`config.mk`:
```
export PLATFORM = sky130hd
export DESIGN_NAME = axi_wr_arbiter
export DESIGN_NICKNAME = d
export VERILOG_FILES = /design/src/rtl/axi_wr_arbiter.sv
export SDC_FILE = /design/constraint.sdc
export NUM_CORES = 1
export LEC_CHECK = 0
export ABC_AREA = 0
export ABC_CLOCK_PERIOD_IN_PS = 3350
export BUFFER_PORTS_ARGS = -buffer_cell sky130_fd_sc_hd__buf_2
export CAP_MARGIN = 5
export CORE_AREA = 5 5 104 106
export CTS_BUF_LIST = sky130_fd_sc_hd__clkbuf_4 sky130_fd_sc_hd__clkbuf_8 sky130_fd_sc_hd__clkbuf_16
export DETAILED_ROUTE_END_ITERATION = 12
export DIE_AREA = 0 0 109 111
export GPL_TIMING_DRIVEN = 1
export PLACE_DENSITY = 0.74
export SLEW_MARGIN = 10
export SYNTH_ARGS = -nofsm -noshare
export SYNTH_HDL_FRONTEND = slang
export SYNTH_SLANG_ARGS = --single-unit
```
`constraint.sdc`:
```
create_clock -name AXI_CLK_i -period 3.35 [get_ports AXI_CLK_i]
set_input_delay 1.005 -clock AXI_CLK_i [delete_from_list [all_inputs] [get_ports AXI_CLK_i]]
set_output_delay 1.005 -clock AXI_CLK_i [all_outputs]
set_load 0.05 [all_outputs]
```
`src/rtl/axi_wr_arbiter.sv`:
```
// axi_wr_arbiter: round-robin two-master AXI write-address arbiter with W-beat ordering queue
module axi_wr_arbiter #(
    parameter int AW_W      = 49,
    parameter int W_W       = 37,
    parameter int ORD_DEPTH = 4
) (
    input  logic            AXI_CLK_i,
    input  logic            AXI_RST_i,
    input  logic            M0_AW_VALID,
    input  logic            M1_AW_VALID,
    input  logic [AW_W-1:0] M0_AW_DATA,
    input  logic [AW_W-1:0] M1_AW_DATA,
    input  logic            M0_W_VALID,
    input  logic            M1_W_VALID,
    input  logic [W_W-1:0]  M0_W_DATA,
    input  logic [W_W-1:0]  M1_W_DATA,
    input  logic            aw_out_ready,
    input  logic            w_out_ready,
    output logic            M0_AW_GRANT,
    output logic            M1_AW_GRANT,
    output logic [AW_W-1:0] aw_out,
    output logic            aw_out_valid,
    output logic            aw_sel,
    output logic            M0_W_GRANT,
    output logic            M1_W_GRANT,
    output logic [W_W-1:0]  w_out,
    output logic            w_out_valid,
    output logic            w_sel,
    output logic            ord_full,
    output logic            ord_empty
);
    localparam int PW = (ORD_DEPTH > 1) ? $clog2(ORD_DEPTH) : 1;
    typedef enum logic {IDLE, HOLD} state_e;
    state_e               state_q;
    logic                 last_q;
    logic [ORD_DEPTH-1:0] ord_q;
    logic [PW-1:0]        wp_q, rp_q;
    logic [PW:0]          cnt_q;
    logic                 aw_win, aw_take, w_take, w_pop;
    assign ord_full  = cnt_q == (PW+1)'(ORD_DEPTH);
    assign ord_empty = cnt_q == '0;
    assign aw_win  = (M0_AW_VALID & M1_AW_VALID) ? ~last_q : M1_AW_VALID;
    assign aw_take = ~AXI_RST_i & (state_q == IDLE) & (M0_AW_VALID | M1_AW_VALID) & ~ord_full;
    assign M0_AW_GRANT = aw_take & ~aw_win;
    assign M1_AW_GRANT = aw_take & aw_win;
    assign w_sel       = ord_q[rp_q];
    assign w_out       = w_sel ? M1_W_DATA : M0_W_DATA;
    assign w_out_valid = ~ord_empty & (w_sel ? M1_W_VALID : M0_W_VALID);
    assign w_take      = w_out_valid & w_out_ready;
    assign M0_W_GRANT  = w_take & ~w_sel;
    assign M1_W_GRANT  = w_take & w_sel;
    assign w_pop       = w_take & w_out[0];
    // AW FSM: capture the winner in IDLE, hold the payload until downstream accepts it
    always_ff @(posedge AXI_CLK_i or posedge AXI_RST_i) begin
        if (AXI_RST_i) begin
            state_q      <= IDLE;
            last_q       <= 1'b1;
            aw_out       <= '0;
            aw_sel       <= 1'b0;
            aw_out_valid <= 1'b0;
        end else if (state_q == IDLE) begin
            if (aw_take) begin
                state_q      <= HOLD;
                last_q       <= aw_win;
                aw_sel       <= aw_win;
                aw_out       <= aw_win ? M1_AW_DATA : M0_AW_DATA;
                aw_out_valid <= 1'b1;
            end
        end else if (aw_out_ready) begin
            state_q      <= IDLE;
            aw_out_valid <= 1'b0;
        end
    end
    // Order queue: master ID pushed at AW grant, popped by the granted LAST beat
    always_ff @(posedge AXI_CLK_i or posedge AXI_RST_i) begin
        if (AXI_RST_i) begin
            ord_q <= '0;
            wp_q  <= '0;
            rp_q  <= '0;
            cnt_q <= '0;
        end else begin
            if (aw_take) begin
                ord_q[wp_q] <= aw_win;
                wp_q        <= wp_q + 1'b1;
            end
            if (w_pop) rp_q <= rp_q + 1'b1;
            cnt_q <= cnt_q + (PW+1)'(aw_take) - (PW+1)'(w_pop);
        end
    end
endmodule

```
**Yosys cells after proc, flatten, opt, wreduce, memory -nomap -nowiden**

Cells that the tools add are included.

- Register bits: 64
- Output and inout port bits: 96
- Input bits: 180
- Word-level logic and storage cells: 57

- Equality and inequality tests: 2
- $add $sub $neg: 4
- Order comparisons: 3
- Multiplexer cells: 15
- Bitwise operators: 19
- Reduce and logical (&&, ||, !) cells: 5

Operators by type and width:

| kind | count |
|---|---|
| $mux W49 | 1 |
| $mux W37 | 1 |
| $and A1 B1 Y1 | 11 |
| $mux W1 | 10 |
| $not A1 Y1 | 7 |
| $lt A2 B3 Y1 const B | 2 |
| $add A2 B1 Y2 const B | 2 |
| $bwmux W4 | 1 |
| $reduce_and A2 Y1 | 2 |
| $add A3 B1 Y3 | 1 |
| $eq A3 B3 Y1 const B | 1 |
| $logic_not A3 Y1 | 1 |
| $sub A3 B1 Y3 | 1 |
| $bmux W1 S2 | 1 |
| $demux W1 S2 | 1 |
| $ge A2 B1 Y1 const B | 1 |
| $ne A2 B2 Y1 const B | 1 |
| $reduce_bool A2 Y1 | 1 |
| $logic_and A1 B1 Y1 | 1 |
| $or A1 B1 Y1 | 1 |

**Depth between registers and ports, before layout**

- Depth in word-level cells: 7
- Mapped depth: 12
- Gate-level depth less buffers: 11

**Least setup slack after synthesis**

No wires, ideal clock.

- Path kind: input to output
- Start point: in AXI_RST_i
- End point: out M0_AW_GRANT
- Buffers on the path: 2
- Setup slack: -153 ps
- Data arrival time: 2,498 ps
- Required time: 2,345 ps
- Cell stages on the path: 5
- Path through: nor4_4 inv_2 buf_6 buf_6 nor2_1

- Word-level cells in the longest chain between the ends: 5

RTL lines:

| what | line | text |
|---|---|---|
| start, declared | 8 | `input logic AXI_RST_i,` |
| $not A1 Y1 | 43 | `assign aw_take = ~AXI_RST_i & (state_q == IDLE) & (M0_AW_VALID \| M1_AW_VALID) & ~ord_full;` |
| $and A1 B1 Y1 (3 in series) | 43 |  |
| $and A1 B1 Y1 | 44 | `assign M0_AW_GRANT = aw_take & ~aw_win;` |
| end, declared | 19 | `output logic M0_AW_GRANT,` |

Every way passes these cells.

**Worst setup path in the final report**

- Start point: reg rp_q[0]
- End point: out w_out[27]

- Word-level cells in the longest chain between the ends: 3

RTL lines:

| what | line | text |
|---|---|---|
| start, declared | 37 | `logic [PW-1:0] wp_q, rp_q;` |
| start signal, assigned | 86 | `if (w_pop) rp_q <= rp_q + 1'b1;` |
| $bmux W1 S2 | 46 | `assign w_sel = ord_q[rp_q];` |
| $mux W1 (not written as such) | 46 |  |
| $mux W37 | 47 | `assign w_out = w_sel ? M1_W_DATA : M0_W_DATA;` |
| end, declared | 26 | `output logic [W_W-1:0] w_out,` |

Every way passes these cells. The select of a mux whose other input is x is not followed.

==> flow_summary.yaml <==
critical_path:
  rr_endpoint: "cnt_q[2]"
  path_depth: 4
  cp-start-kind: "flip-flop"
  crit_path_end: "w_out[27]"
  cp_slowest_cell: "mux4_2"
  cp-startpoint: "rp_q[0]"
  path_delay_family: "multiplexers"
  worstSetupPathType: "reg2out"
  worstPathRequired_ns: 2.34
  worstPathCellList: "mux4_2, buf_12, mux2_2, buf_2"
  path_max_fanout: 33
  timing.critical_path.buf_inv: 2
  worstSetupEndpointType: "output pin"
  rr_worst_depth: 11
  arrival_ns: 2.17
  reg2reg_slack_ns: 0.58
  critPathMaxStageDelay_ns: 0.67
  r2r-start: "rp_q[0]"
synthesis:
  ys_warn_count: 0
  synth_seq_cells: 64
  synth_fa_ha_area_share_pct: 2.61
  synth_simple_gate_area_share_pct: 8.56
  synth_cell_types: 29
  synth_compound_area_share_pct: 9.90
  syn-cell-area_um2: 3640
  synth_seq_area_share_pct: 44.0
  synth.area.mux_share_pct: 28.1
  synth_top_family_by_area: "multiplexers"
  synth_nets: 517
  synth_xor_area_share_pct: 0.962
  syn_inst: 330
  syn_avg_cell_area_um2: 11.0
power_and_ir_drop:
  p_leak_nw: 2.90
  ir_drop_mv: 0.723
  power.density_nw_per_um2: 1200
global_routing:
  grt_pass1_vias: 3580
  antenna_found_initial: 0
  grt_pass1_wl_um: 17300
  grt.total_usage_pct: 18.4
  grt_max_degree: 78
  grt.overflow.total: 0
sta:
  fin_crit_ns: 3.18
  hold_viol_final: 0
  tns_ns: 0
  slew_viol_final: 0
  slew_headroom_pct: 48.4
  min_period_over_period_pct: 94.9
  tightest_slew_ns: 0.775
  fin_skew_ns: 0.0105
  whs_ns: 0.475
  rsz0062_at_grt: "false"
  fmax_mhz: 315
  final-setup-viol-count: 0
final_layout:
  most-common-layout-cells: "buf_2 (275), dfrtp_1 (63), nand2_1 (57)"
  final_cell_area_um2: 5310
  multiInputGateArea_um2: 1840
  drive_gt1_share_pct: 60.2
  antenna_cells: 0
  layout_commonest_cell: "buf_2"
  areaGrowthSynthToFinish_pct: 45.9
  seqCellArea_um2: 1600
  fillers: 860
  fin_nets: 787
cts:
  cts_root_buf: "clkbuf_8"
  ctsHoldBuffers: 0
  cts_buffers: 9
  htreeDepth: 3
  ctsLongestPathBuffers: 2
  clock_sinks: 64
  tritoncts: "built"
  cts_setup_buffers: 0
  path_clk_slew_ns: 0.07
  ctsResizeCount: 0
  clkLatencyLatePin_ns: 0.35
die:
  dieArea_um2: 12100
  fp.dieH_um: 111
  row_count: 36
  chipWidth_um: 109
  core_area_um2: 9680
  initial_core_util_pct: 37.6
  ios: 276
routing:
  routedWlPerCell_um: 15.7
  routed_wl_um: 11600
  ant_nets: 0
  first_pass_iters: 4
  vias: 3416
  drt_iter0_markers: 89
  drcViolationCount: 0
  viasPerCell: 4.63
flow_run:
  cap_violations: 0
placement:
  placed_cell_area_um2: 5090
  dp_hpwl_um: 9610
  portBuffers: 275
  place_congestion: 0.738
status:
  status: "complete, no violations"
min_path:
  hold_path_class: "reg2reg"
state kept, by name, indices dropped and copies added, names as in the netlist:
| register | cells |
|---|---|
| aw_out | 49 |
| ord_q | 4 |
| cnt_q | 3 |
| rp_q | 2 |
| wp_q | 2 |
| aw_out_valid | 1 |
| aw_sel | 1 |
| last_q | 1 |
| state_q | 1 |
worst register-to-register path, delay by kind of cell, from the launching register on:
| family | cells | cell delay (ns) |
|---|---|---|
| buffers and inverters | 2 | 0.11 |
| AO/OA/AOI/OAI | 1 | 0.10 |
| flip-flops | 1 | 0.39 |
| adder cells (fa/ha/maj) | 3 | 0.78 |
| XOR/XNOR | 2 | 0.32 |
| AND/OR/NAND/NOR | 2 | 0.32 |
| multiplexers | 1 | 0.67 |
power breakdown:
part | total, mW | switching [mW] | leakage (nW) | internal, mW
sequential | 1.38 | 0.228 | 0.786 | 1.15
combinational | 4.23 | 3.04 | 2.00 | 1.18
clock | 0.748 | 0.302 | 0.109 | 0.446
cell type report:
| cell class | instances | share of cell area, % |
|---|---|---|
| clock buffer | 11 | 2.73 |
| sequential | 64 | 30.2 |
| multi-input combinational | 236 | 34.6 |
| clock inverter | 5 | 1.51 |
| tap | 133 | 3.13 |
| inverter | 8 | 0.589 |
| timing repair buffer | 281 | 27.2 |
Yosys cell counts (all sizes together):
library cell	n	share of area, %
a21boi	1	0.21
a21o	2	0.41
xor2	1	0.24
dfstp	1	0.72
nor3	1	0.14
nor2	6	0.62
xnor2	3	0.72
and3	2	0.34
mux4	1	0.62
and2	2	0.34
ha	6	2.1
mux2i	54	15
dfrtp	63	43
nor4	1	0.58
nor3b	1	0.34
mux2	41	13
nand2	57	5.9
a21oi	2	0.27
buf	19	4.7
clkbuf	3	0.31
nand3	1	0.14
inv	8	0.82
nor2b	1	0.17
o21ai	52	9.0
fa	1	0.55
worst min-delay path by stage:
stage	start	end	slack, ns	cells past startpoint
floorplan	last_q	last_q	0.49	1
global route	aw_sel	aw_sel	0.50	1
finish	aw_out[21]	aw_out[21]	0.48	2
CTS	aw_sel	aw_sel	0.48	1
detailed placement	aw_sel	aw_sel	0.46	1
global placement	aw_sel	aw_sel	0.46	1
routing by layer:
| layer | vias to the layer above | track usage [%] | wire length [um] |
|---|---|---|---|
| li1 | 1684 | - | - |
| met1 | 1539 | 18.8 | 4050 |
| met2 | 177 | 34.2 | 5970 |
| met3 | 16 | 5.65 | 1250 |
| met4 | 0 | 7.15 | 285 |
| met5 | - | 0 | 0 |
metrics by stage:
stage | instances | total power, mW | util [%] | setup slack [ns]
floorplan | 330 | 4.77 | - | 0.0641
global placement | 722 | 5.57 | 52.5 | 0.301
detailed placement | 722 | 5.66 | 52.5 | 0.277
CTS | 738 | 6.43 | 54.9 | 0.147
global route | 738 | 6.69 | 54.9 | 0.100
finish | 738 | 6.35 | 54.9 | 0.171
logic make-up (layout without fill, tap and decap cells):
kind of cell	after synthesis	count (layout)
AOI/OAI and AO/OA	57	57
xor gates and xnor gates	4	4
adders and majority gates	7	7
buffers and inverters	30	305
DFF	64	64
muxes	96	96
and+or+nand+nor	72	72
Power figures use the tool's default switching activity.
